===== src/rtl/eth_dma_avl_arbiter.sv =====
// Two-requester round-robin arbiter in front of the Ethernet DMA Avalon-MM
// master. Ownership lasts for a whole write burst, or for a read command plus
// every read-data beat that belongs to it. Read data is routed to the owner.
module eth_dma_avl_arbiter #(
  parameter int pADDR_WIDTH  = 32,
  parameter int pDATA_WIDTH  = 64,
  parameter int pBURST_WIDTH = 8
) (
  input  logic                    avl_clock,
  input  logic                    avl_rst_n,
  // requester 0
  input  logic [pADDR_WIDTH-1:0]  s0_dma_avl_addr,
  input  logic                    s0_dma_avl_rdena,
  input  logic                    s0_dma_avl_wrena,
  input  logic [pDATA_WIDTH-1:0]  s0_dma_avl_wrdata,
  input  logic [pBURST_WIDTH-1:0] s0_dma_avl_burst_cnt,
  output logic                    s0_dma_avl_wrq,
  output logic [pDATA_WIDTH-1:0]  s0_dma_avl_rddata,
  output logic                    s0_dma_avl_rddataval,
  // requester 1
  input  logic [pADDR_WIDTH-1:0]  s1_dma_avl_addr,
  input  logic                    s1_dma_avl_rdena,
  input  logic                    s1_dma_avl_wrena,
  input  logic [pDATA_WIDTH-1:0]  s1_dma_avl_wrdata,
  input  logic [pBURST_WIDTH-1:0] s1_dma_avl_burst_cnt,
  output logic                    s1_dma_avl_wrq,
  output logic [pDATA_WIDTH-1:0]  s1_dma_avl_rddata,
  output logic                    s1_dma_avl_rddataval,
  // shared master
  output logic [pADDR_WIDTH-1:0]  m_dma_avl_addr,
  output logic                    m_dma_avl_rdena,
  output logic                    m_dma_avl_wrena,
  output logic [pDATA_WIDTH-1:0]  m_dma_avl_wrdata,
  output logic [pBURST_WIDTH-1:0] m_dma_avl_burst_cnt,
  input  logic                    m_dma_avl_wrq,
  input  logic [pDATA_WIDTH-1:0]  m_dma_avl_rddata,
  input  logic                    m_dma_avl_rddataval,
  // status
  output logic                    arb_grant,
  output logic                    arb_busy
);

  typedef enum logic [1:0] {
    ST_IDLE     = 2'd0,
    ST_WR_BURST = 2'd1,
    ST_RD_CMD   = 2'd2,
    ST_RD_DATA  = 2'd3
  } state_t;

  localparam logic [pBURST_WIDTH-1:0] BURST_ONE = pBURST_WIDTH'(1);

  state_t                  state_q, state_d;
  logic                    owner_q, owner_d;
  logic                    last_grant_q, last_grant_d;
  logic [pBURST_WIDTH-1:0] beat_cnt_q, beat_cnt_d;
  logic [pBURST_WIDTH-1:0] burst_len_q, burst_len_d;

  logic                    req0, req1, grant_sel;
  logic                    sel_wrena;
  logic [pBURST_WIDTH-1:0] sel_burst;
  logic                    own_rdena, own_wrena;
  logic                    last_beat;

  // Arbitration candidate: a lone requester wins, otherwise alternate.
  assign req0      = s0_dma_avl_rdena | s0_dma_avl_wrena;
  assign req1      = s1_dma_avl_rdena | s1_dma_avl_wrena;
  assign grant_sel = (req0 & req1) ? ~last_grant_q : req1;
  assign sel_wrena = grant_sel ? s1_dma_avl_wrena     : s0_dma_avl_wrena;
  assign sel_burst = grant_sel ? s1_dma_avl_burst_cnt : s0_dma_avl_burst_cnt;

  // Owner's command fields; strobes are gated by state below.
  assign own_rdena           = owner_q ? s1_dma_avl_rdena     : s0_dma_avl_rdena;
  assign own_wrena           = owner_q ? s1_dma_avl_wrena     : s0_dma_avl_wrena;
  assign m_dma_avl_addr      = owner_q ? s1_dma_avl_addr      : s0_dma_avl_addr;
  assign m_dma_avl_wrdata    = owner_q ? s1_dma_avl_wrdata    : s0_dma_avl_wrdata;
  assign m_dma_avl_burst_cnt = owner_q ? s1_dma_avl_burst_cnt : s0_dma_avl_burst_cnt;

  // Read data is broadcast; only the valid strobe is steered.
  assign s0_dma_avl_rddata = m_dma_avl_rddata;
  assign s1_dma_avl_rddata = m_dma_avl_rddata;

  assign last_beat = (beat_cnt_q == burst_len_q - BURST_ONE);
  assign arb_grant = owner_q;
  assign arb_busy  = (state_q != ST_IDLE);

  // State and ownership registers; reset abandons any transfer in flight.
  always_ff @(posedge avl_clock or negedge avl_rst_n) begin
    if (!avl_rst_n) begin
      state_q      <= ST_IDLE;
      owner_q      <= 1'b0;
      last_grant_q <= 1'b1;
      beat_cnt_q   <= '0;
      burst_len_q  <= '0;
    end else begin
      state_q      <= state_d;
      owner_q      <= owner_d;
      last_grant_q <= last_grant_d;
      beat_cnt_q   <= beat_cnt_d;
      burst_len_q  <= burst_len_d;
    end
  end

  // Next-state, beat counting and handshake steering.
  always_comb begin
    state_d              = state_q;
    owner_d              = owner_q;
    last_grant_d         = last_grant_q;
    beat_cnt_d           = beat_cnt_q;
    burst_len_d          = burst_len_q;
    m_dma_avl_rdena      = 1'b0;
    m_dma_avl_wrena      = 1'b0;
    s0_dma_avl_wrq       = 1'b1;
    s1_dma_avl_wrq       = 1'b1;
    s0_dma_avl_rddataval = 1'b0;
    s1_dma_avl_rddataval = 1'b0;

    unique case (state_q)
      ST_IDLE: begin
        if (req0 | req1) begin
          owner_d      = grant_sel;
          last_grant_d = grant_sel;
          beat_cnt_d   = '0;
          // A zero burst count still moves one beat.
          burst_len_d  = (sel_burst == '0) ? BURST_ONE : sel_burst;
          // Write wins if a requester illegally asserts both strobes.
          state_d      = sel_wrena ? ST_WR_BURST : ST_RD_CMD;
        end
      end

      ST_WR_BURST: begin
        m_dma_avl_rdena = own_rdena;
        m_dma_avl_wrena = own_wrena;
        if (owner_q) s1_dma_avl_wrq = m_dma_avl_wrq;
        else         s0_dma_avl_wrq = m_dma_avl_wrq;
        if (own_wrena && !m_dma_avl_wrq) begin
          beat_cnt_d = beat_cnt_q + BURST_ONE;
          if (last_beat) state_d = ST_IDLE;
        end
      end

      ST_RD_CMD: begin
        m_dma_avl_rdena = own_rdena;
        m_dma_avl_wrena = own_wrena;
        if (owner_q) s1_dma_avl_wrq = m_dma_avl_wrq;
        else         s0_dma_avl_wrq = m_dma_avl_wrq;
        if (own_rdena && !m_dma_avl_wrq) state_d = ST_RD_DATA;
      end

      ST_RD_DATA: begin
        if (owner_q) s1_dma_avl_rddataval = m_dma_avl_rddataval;
        else         s0_dma_avl_rddataval = m_dma_avl_rddataval;
        if (m_dma_avl_rddataval) begin
          beat_cnt_d = beat_cnt_q + BURST_ONE;
          if (last_beat) state_d = ST_IDLE;
        end
      end

      default: state_d = ST_IDLE;
    endcase
  end

endmodule


===== config.mk =====
export PLATFORM = sky130hd
export DESIGN_NAME = eth_dma_avl_arbiter
export DESIGN_NICKNAME = d
export VERILOG_FILES = /design/src/rtl/eth_dma_avl_arbiter.sv
export SDC_FILE = /design/constraint.sdc
export NUM_CORES = 1
export LEC_CHECK = 0
export BUFFER_PORTS_ARGS = -buffer_cell sky130_fd_sc_hd__buf_4
export CORE_AREA = 4 4 199 201
export DETAILED_ROUTE_END_ITERATION = 8
export DIE_AREA = 0 0 203 205
export GPL_TIMING_DRIVEN = 0
export PLACE_DENSITY = 0.33
export SLEW_MARGIN = 40
export SYNTH_ARGS = -nofsm -noshare
export SYNTH_HDL_FRONTEND = slang
export SYNTH_SLANG_ARGS = --single-unit

===== constraint.sdc =====
create_clock -name avl_clock -period 3 [get_ports avl_clock]
set_input_delay 0.15 -clock avl_clock [delete_from_list [all_inputs] [get_ports avl_clock]]
set_output_delay 0.15 -clock avl_clock [all_outputs]
set_load 0.005 [all_outputs]

==> results of run 1 <==
critical path, cell delays in order, from the launching register on:
cell and delay (ns):
dfrtp_2 0.61, clkbuf_2 0.45, buf_1 0.57, mux2_2 0.42, buf_4 0.14
synthesized netlist by cell type, types with 4 or more instances:
cell,n,area (um2)
nand2b_1,5,31.3
clkbuf_1,16,60.1
o21ai_1,12,60.1
xor2_1,5,43.8
nand2_1,20,75.1
mux2i_1,11,110
nor3_1,4,20.0
mux2_2,104,1170
o21ai_0,15,75.1
ha_1,7,87.6
inv_1,8,30.0
buf_4,128,961
o31ai_1,5,37.5
nor2_1,9,33.8
a21oi_1,6,30.0
nor4_1,5,31.3
dfrtp_1,19,475
final cells by class:
cell class,instances,area [um2]
inverters,8,30.0
flip-flops and latches,20,503
clock inverters,1,30.0
plain buffers,147,1050
clock buffers,3,75.1
well taps,511,639
fillers,4228,29700
repair buffers,456,3430
multi-input cells,244,2100
registers in the layout, summed over array words and instances, names as in the netlist:
name	count
burst_len_q	8
state_q	2
last_grant_q	1
beat_cnt_q	8
arb_grant	1
routing by layer:
metal | wire, um | global-route usage [%] | part of all wire (%)
met2 | 15700 | 23.4 | 55
met5 | 0 | 0 | 0
met1 | 10900 | 14.8 | 39
met4 | 61 | 0.800 | 0.22
met3 | 1650 | 3.10 | 5.8
worst min path at each step:
stage                endpoint  slack, ns  depth (start not counted)               startpoint
3_3_place_gp    beat_cnt_q[3]       0.07                          1                avl_rst_n
3_5_place_dp    beat_cnt_q[2]       0.06                          1                avl_rst_n
6_report       burst_len_q[0]       0.23                          3  s1_dma_avl_burst_cnt[0]
5_1_grt        burst_len_q[0]       0.24                          3  s1_dma_avl_burst_cnt[0]
2_1_floorplan       arb_grant      -0.15                          0                avl_rst_n
4_1_cts        burst_len_q[3]       0.23                          3  s1_dma_avl_burst_cnt[3]
power breakdown:
part / internal (mW) / total, mW / switching, mW
clock network: 0.265 / 0.379 / 0.114
registers: 0.301 / 0.345 / 0.0440
logic: 0.591 / 0.899 / 0.308
what timing repair did:
action	in CTS	in global routing
gates resized for setup	1	0
hold buffers	1	0
endpoints found under the setup margin	9	0
endpoints found under the hold margin	19	0
logic make-up after synthesis:
logic type | after synthesis | share of synthesized area (%)
AOI/OAI and AO/OA | 54 | 9.53
xor gates and xnor gates | 7 | 1.66
adders and majority gates | 7 | 2.37
buffers and inverters | 156 | 29.3
DFF | 20 | 13.6
muxes | 115 | 34.7
and+or+nand+nor | 61 | 8.75
cells in the final DEF, fill, tap and decap left out, drive strengths merged:
cell type	netlist	layout
nand2b	5	5
clkbuf	16	18
nor3b	2	2
dlygate4sd3	0	1
a22o	1	1
dfstp	1	1
nand3	3	3
or4	2	2
xor2	5	5
a311oi	1	1
a21oi	6	6
a21o	1	1
nand4	1	1
a221oi	1	1
or3b	1	1
dfrtp	19	19
ha	7	7
a31oi	3	3
o21bai	1	1
xnor2	2	2
buf	132	587
nor2b	2	2
o21ai	27	27
nor4	5	5
nor3	4	4
nor2	9	9
inv	8	8
or3	1	1
bufinv	0	1
o211ai	2	2
mux2	104	104
and3	3	3
a2111oi	1	1
mux2i	11	11
o21a	4	4
nand2	20	20
nand3b	1	1
o31ai	6	6
or2b	2	2
through the flow:
stage	TNS [ns]	util (%)	hold slack (ns)	instances
6_report	0	20.9	0.225	1390
2_1_floorplan	0	-	-0.146	420
4_1_cts	0	20.9	0.232	1390
3_5_place_dp	-0.189	20.6	0.0575	1386
5_1_grt	0	20.9	0.241	1390
3_3_place_gp	-1.47	20.6	0.0706	1386
==> results.md, run 1 <==
* RSZ-0062 raised after global routing: no
* Final min period at 2.62 ns
* Mapped Nets at 707
* Root Driver: clkbuf_16
* Worst EP arrival at roughly 2.5 ns
* Vias in the first global route at between 4000 and 5000
* Cell variety after synth at 45
* Number of antenna diodes at 0
* Core area at 37600 um2
* Pin count of the biggest net entering global routing at 21
* 1st-iter DRT viols at 132
* DRC violations left at 0
* Worst skew pair latency at roughly 0.26 ns
* FF-to-FF setup slack at 0.50 ns
* Number of flops mapped to enable cells by yosys at 0
* Final setup margin at around 0.38 ns
* Critical path startpoint category: register
* End of the critical path: m_dma_avl_burst_cnt[3]
* Finished Cell Area at 7860 um2
* Crit path max fanout at 13
* GPL Wtd Cong at 0.755
* Max Cap Viol at 0
* Total gr overflow at 0
* Max-slew violations at 0
* CP startpoint: arb_grant
* Post-synth ARST share at 100%
* Mapped Area at 3690 um2
* Max-Slew Margin vs Limit at 54.8%
* Overall via count from detail_route at 4505
* CTS H-tree lvls at 1
* Synth warnings at 0
* Final Cycle Share at between 80 and 90%
* Synthesized flop and latch total at 20
* Reg2reg start: burst_len_q[0]
* Area growth syn-to-layout at 113%
* Die Span X at about 200 um
* Final Hold Fails at 0
* Critical Path Sink Type: primary output
* Outcome: completed
* Io pins at 520
* IO buf count at 455
* Rows at 71
* CTS tree: done
* DP Area at around 7700 um2
* CTS clock-pin slew for the worst setup and hold paths at about 0.07 ns
* Critical Path RT at 2.85 ns
* Min-Delay Path Class: primary input to register
* Leak Pwr at between 3 and 4 nW
* Setup bufs post-CTS at 0
* Initial antenna violation count at 0
* Die Area at 41600 um2
* Sequential fraction of the synthesis area at a little over an eighth
* DRT Wirelength at 28.3 mm
* Share of post-route cells with drive strength above 1 at 80.5%
* Mean Syn Cell Area at 8.78 um2
* Final net count at 1167
* Worst r2r dst: state_q[1]
* F_max at 382 MHz
* R2r worst-path depth at 9
* Pwr Total at about 1.6 mW
* Initial Util at 9.82%
* Finish-stage setup viols at 0
* CTS Buffer Depth at 2
* Global-route wire length before repair at between 30 and 40 mm
* Power Density at 206 nW/um2
* Clock buffer count from CTS at 3
* CTS Sinks at 20
* Height of the chip at 205 um
* TritonRoute pass-1 iters at 4
* Post-place setup slack at -0.0392 ns
* Gr usage total at roughly 12%
* Kind of critical path: register to primary output
* Vias per cell at 3.24
* Synth Instances at 420
* Wirelength per Cell at 20.4 um
* Slew of the pin with the lowest slew margin at about 0.68 ns
* Clock skew at roughly 0.0086 ns
* Worst VDD drop at roughly 0.21 mV
* Top_reg_cell synth: dfrtp_1
* Post-DRT Antenna Nets at 0
* Hpwl dp at 26.1 mm
Note: power is estimated with default switching activity, not from simulation.
==> inputs of run 2 (changes only) <==
- PLACE_DENSITY: 0.33 -> not set
- SKIP_LAST_GASP: not set -> 1
==> results.md, run 2 (synthesis results as in run 1) <==
* CTS clock-pin slew for the worst setup and hold paths at 0.05 ns (-0.02 ns)
* Commonest non-fill, non-tap cell in the layout: buf_4
* Worst skew pair latency at 0.25 ns (about the same)
* Min-Delay Path Class: primary input to register
* Worst EP arrival at 2.60 ns (+0.13 ns)
* Finish-stage setup viols at 0 (unchanged)
* Crit-path most repeated cell: clkbuf_2
* Biggest regs: beat_cnt_q: 8 flops, burst_len_q: 8 flops, state_q: 2 flops
* Switching part of the total at 29.5% (+0.84 points)
* Seq pwr share at 22.6% (+1.3 points)
* Crit path max fanout at 10 (-3)
* Finished Cell Area at 7850 um2 (-0.18%)
* Rows at 71 (unchanged)
* Die Area at 41600 um2 (unchanged)
* Critical path's largest stage delay at 0.49 ns (-0.12 ns)
* Worst VDD drop at 0.134 mV (-35%)
* Io pins at 520 (unchanged)
* Post-DRT Antenna Nets at 0 (unchanged)
* Vias in the first global route at 4853 (+1.5%)
* Global-route wire length before repair at 34.1 mm (-8.1%)
* Final setup margin at 0.252 ns (-0.132 ns)
* Slew of the pin with the lowest slew margin at 0.751 ns (+0.0729 ns)
* Reg2reg start: burst_len_q[0]
* Top delay family on crit path: buffers and inverters
* RSZ-0062 raised after global routing: no
* Area growth syn-to-layout at 113%
* Power Density at 194 nW/um2 (-6.0%)
* IO buf count at 455 (unchanged)
* Core Util, Final at 20.9% (-0.037 points)
* Core area at 37600 um2 (unchanged)
* Final min period at 2.75 ns (+0.132 ns)
* Wirelength per Cell at 18.8 um (-7.8%)
* CTS H-tree lvls at 1 (unchanged)
* CTS Sinks at 20 (unchanged)
* CP startpoint: arb_grant
* Critical Path Sink Type: primary output
* Overall via count from detail_route at 4673 (+3.7%)
* Most frequent cells in the layout: buf_4 (583), mux2_2 (104), nand2_1 (20)
* Initial Util at 9.82% (unchanged)
* Share of post-route cells with drive strength above 1 at 80.2% (-0.32 points)
* Height of the chip at 205 um (unchanged)
* Total gr overflow at 0 (unchanged)
* Sw power at 0.450 mW (-3.5%)
* Die Span X at 203 um (unchanged)
* Max Cap Viol at 0 (unchanged)
* Setup bufs post-CTS at 0 (unchanged)
* DRC violations left at 0 (unchanged)
* Clock skew at 0.00652 ns (-0.00206 ns)
* Post-place setup slack at 0.326 ns (+0.365 ns)
* F_max at 364 MHz (-4.8%)
* Leak Pwr at 3.87 nW (-0.26%)
* Kind of critical path: register to primary output
* GPL Wtd Cong at 0.846 (+12%)
* 1st-iter DRT viols at 184 (+39%)
* Outcome: completed
* Worst hold path startpoint: s1_dma_avl_burst_cnt[4]
* Critical Path RT at 2.85 ns (about the same)
* DP Area at 7750 um2 (unchanged)
* CTS tree: done
* Initial antenna violation count at 7 (+7)
* Clock buffer count from CTS at 3 (unchanged)
* Worst path cell trace: clkbuf_2 -> clkbuf_2 -> buf_1 -> mux2_2 -> buf_4
* WP buf/inv at 4 (+1)
* Slowest stage cell, crit path: dfrtp_1
* Clock share of power at 18.3% (-5.1 points)
* Final net count at 1168 (+0.086%)
* Hpwl dp at 24.1 mm (-7.7%)
* Fin Hold WS at 0.218 ns (-0.00695 ns)
* Root Driver: clkbuf_16
* Final Cycle Share at 91.6% (+4.4 points)
* TritonRoute pass-1 iters at 4 (unchanged)
* Vias per cell at 3.35 (+3.4%)
* Combinational power share at 59.1% (+3.7 points)
* DRT Wirelength at 26.2 mm (-7.5%)
* Final Hold Fails at 0 (unchanged)
* Max-Slew Margin vs Limit at 49.9% (-4.9 points)
* CTS Buffer Depth at 2 (unchanged)
* Critical path startpoint category: register
* Max-slew violations at 0 (unchanged)
* Gr usage total at 11.2% (-1.2 points)
* Pint at 1.07 mW (-7.3%)
* Pin count of the biggest net entering global routing at 21 (unchanged)
[run 2: cell count changes in the layout (fill, tap and decap cells not counted), sizes merged]
cell,delta
diode,+4
clkbuf,+2
bufinv,-1
[run 2: layout make-up]
class                           count  area, um2
Antenna cell                        4       10.0
Tap cell                          511        639
Timing Repair Buffer              456       3430
Multi-Input combinational cell    244       2100
Inverter                            8       30.0
Sequential cell                    20        502
Fill cell                        4175      29700
Clock buffer                        4       78.8
Buffer                            148       1050
[run 2: final timing paths]
check | to | slack (ns) | cells past startpoint
min reg2reg | last_grant_q | 0.52 | 2
max in group asynchronous | last_grant_q | 2.39 | 2
min in group asynchronous | beat_cnt_q[3] | 0.33 | 2
max | m_dma_avl_burst_cnt[4] | 0.25 | 5
max reg2reg | state_q[0] | 0.53 | 9
min | burst_len_q[4] | 0.22 | 3
[run 2: timing repair]
action                                 in CTS  in global routing
endpoints found under the hold margin      19                  0
gates resized for setup                     0                  0
hold buffers                                1                  0
[run 2: power groups by stage]
stage | combinational [mW] | clock [mW] | sequential, mW
global route | 0.969 | 0.300 | 0.350
finish | 0.900 | 0.279 | 0.344
global placement | 0.897 | 0 | 0.346
detailed placement | 0.904 | 0 | 0.349
CTS | 0.909 | 0.288 | 0.344
floorplan | 0.350 | 0 | 0.333
[run 2: stage by stage]
stage | cells | total power [mW] | TNS (ns)
2_1_floorplan | 420 | 0.683 | 0
3_3_place_gp | 1386 | 1.24 | -2.44
3_5_place_dp | 1386 | 1.25 | 0
4_1_cts | 1391 | 1.54 | 0
5_1_grt | 1393 | 1.62 | 0
6_report | 1395 | 1.52 | 0
[run 2: metal layers]
layer / up-vias / track usage (%) / wire length [um]
met4: 6 / 2.89 / 382
li1: 2262 / - / -
met3: 16 / 3.15 / 2040
met1: 2176 / 14.8 / 10800
met5: - / 0 / 29
met2: 213 / 18.2 / 12900
[run 2: tightest hold or removal path, cell delays in order]
cell and delay (ns):
buf_4 0.09, mux2i_1 0.05, o21ai_0 0.13
==> inputs of run 3 (changes only) <==
- PLACE_DENSITY_LB_ADDON: not set -> 0.05
- TNS_END_PERCENT: not set -> 10
==> results.md, run 3 (synthesis results as in run 1) <==
* Worst hold path startpoint: s1_dma_avl_burst_cnt[7]
* Max-Slew Margin vs Limit at 53.4% (+3.5 points)
* Wirelength per Cell at 20.9 um (+11%)
* RSZ-0062 raised after global routing: no
* Initial antenna violation count at 4 (-3)
* Final net count at 1169 (+0.086%)
* Finish-stage setup viols at 0 (unchanged)
* Outcome: completed
* Hold worst-path end: burst_len_q[7]
* Core Util, Final at 20.9% (about the same)
* CTS Sinks at 20 (unchanged)
* Max-slew violations at 0 (unchanged)
* Worst VDD drop at 0.164 mV (+23%)
* Storage element area at 502 um2 (unchanged)
* Worst skew pair latency at 0.26 ns (about the same)
* Critical Path RT at 2.85 ns (about the same)
* IO buf count at 455 (unchanged)
* CTS clock-pin slew for the worst setup and hold paths at 0.06 ns (about the same)
* DRC violations left at 0 (unchanged)
* Worst r2r dst: state_q[0]
* Rows at 71 (unchanged)
* Initial Util at 9.82% (unchanged)
* Post-place setup slack at 0.0614 ns (-0.265 ns)
* Hpwl dp at 27.0 mm (+12%)
* TritonRoute pass-1 iters at 4 (unchanged)
* CTS tree: done
* Multi-input logic area at 2100 um2 (unchanged)
* Power Density at 195 nW/um2 (+0.53%)
* Leak Pwr at 3.87 nW (about the same)
* Fillers at 4289 (+2.7%)
* Pwr Total at 1.53 mW (+0.56%)
* Share of post-route cells with drive strength above 1 at 80.1% (-0.091 points)
* CTS H-tree lvls at 1 (unchanged)
* Clock buffer count from CTS at 3 (unchanged)
* Vias per cell at 3.25 (-2.9%)
* Critical Path Sink Type: primary output
* Most frequent cells in the layout: buf_4 (583), mux2_2 (104), nand2_1 (20)
* Max Cap Viol at 0 (unchanged)
* Critical path startpoint category: register
* Root Driver: clkbuf_16
* GPL Wtd Cong at 0.727 (-14%)
* Vias in the first global route at 4756 (-2.0%)
* DRT Wirelength at 29.1 mm (+11%)
* Final Hold Fails at 0 (unchanged)
* Clock skew at 0.00378 ns (-0.00274 ns)
* Biggest regs: beat_cnt_q: 8 flops, burst_len_q: 8 flops, state_q: 2 flops
* Total gr overflow at 0 (unchanged)
* CTS Buffer Depth at 2 (unchanged)
* Overall via count from detail_route at 4532 (-3.0%)
* Core area at 37600 um2 (unchanged)
* Area growth syn-to-layout at 113% (about the same)
* Global-route wire length before repair at 37.8 mm (+11%)
* Reg2reg start: burst_len_q[0]
* Hold Path Stages at 3 (unchanged)
* Min-Delay Path Class: primary input to register
* Post-DRT Antenna Nets at 0 (unchanged)
* Gr usage total at 12.7% (+1.5 points)
* Commonest non-fill, non-tap cell in the layout: buf_4
* Pin count of the biggest net entering global routing at 21 (unchanged)
* Die Span X at 203 um (unchanged)
* Kind of critical path: register to primary output
* Die Area at 41600 um2 (unchanged)
* Final Cycle Share at 90.4% (-1.2 points)
* Crit path max fanout at 10 (unchanged)
* Slew of the pin with the lowest slew margin at 0.699 ns (-0.0522 ns)
* Final setup margin at 0.288 ns (+0.0359 ns)
* Worst EP arrival at 2.56 ns (-0.04 ns)
* FF-to-FF setup slack at 0.54 ns (about the same)
* Height of the chip at 205 um (unchanged)
* Final min period at 2.71 ns (-0.0359 ns)
* Io pins at 520 (unchanged)
* F_max at 369 MHz (+1.3%)
* R2r worst-path depth at 9 (unchanged)
* 1st-iter DRT viols at 116 (-37%)
[run 3: cell types whose count changed in the layout (fill, tap and decap cells not counted), sizes merged]
cell   change
diode      -3
buf        +1
[run 3: through the flow]
step / hold slack, ns / area [um2] / setup TNS (ns) / std cells
final: 0.213 / 7850 / 0 / 1393
after global routing: 0.220 / 7850 / 0 / 1393
after CTS: 0.210 / 7850 / 0 / 1392
after detailed placement: 0.0751 / 7750 / 0 / 1387
after global placement: 0.0756 / 7740 / -1.88 / 1386
after floorplan: -0.146 / 3690 / 0 / 420
[run 3: report_power, final]
| group | switching (mW) | internal (mW) |
|---|---|---|
| Clock | 0.114 | 0.182 |
| Sequential | 0.0423 | 0.301 |
| Combinational | 0.303 | 0.590 |
| Total | 0.458 | 1.07 |
[run 3: layer usage]
layer	track usage, %	routed length [um]
met3	6.47	3100
met2	25.6	16800
met1	11.8	8930
met4	1.36	138
met5	0	47
[run 3: worst max path at each step]
stage,from,end,depth (start not counted)
after global routing,arb_grant,m_dma_avl_burst_cnt[2],5
final,arb_grant,m_dma_avl_burst_cnt[2],5
after global placement,arb_grant,m_dma_avl_burst_cnt[3],5
after detailed placement,arb_grant,m_dma_avl_burst_cnt[3],5
after CTS,arb_grant,m_dma_avl_burst_cnt[3],5
after floorplan,burst_len_q[0],state_q[0],9
[run 3: area by class of cell]
type	count	area share, %
sequential	20	6.39
buffer	148	13.4
antenna	1	0.0319
multi-input combinational	244	26.8
inverter	8	0.383
clock buffer	4	1.00
tap	511	8.15
timing repair buffer	457	43.8
[run 3: timing repair]
action	in CTS	in global routing
setup buffers	0	0
hold buffers	1	0
setup endpoints to repair	7	0
hold endpoints to repair	19	0
gates resized for setup	1	0
[run 3: worst max-delay path, cell delays in order (launching register included)]
cell	delay [ns]
dfrtp_1	0.46
clkbuf_2	0.35
clkbuf_1	0.34
buf_1	0.59
mux2_2	0.41
buf_4	0.14
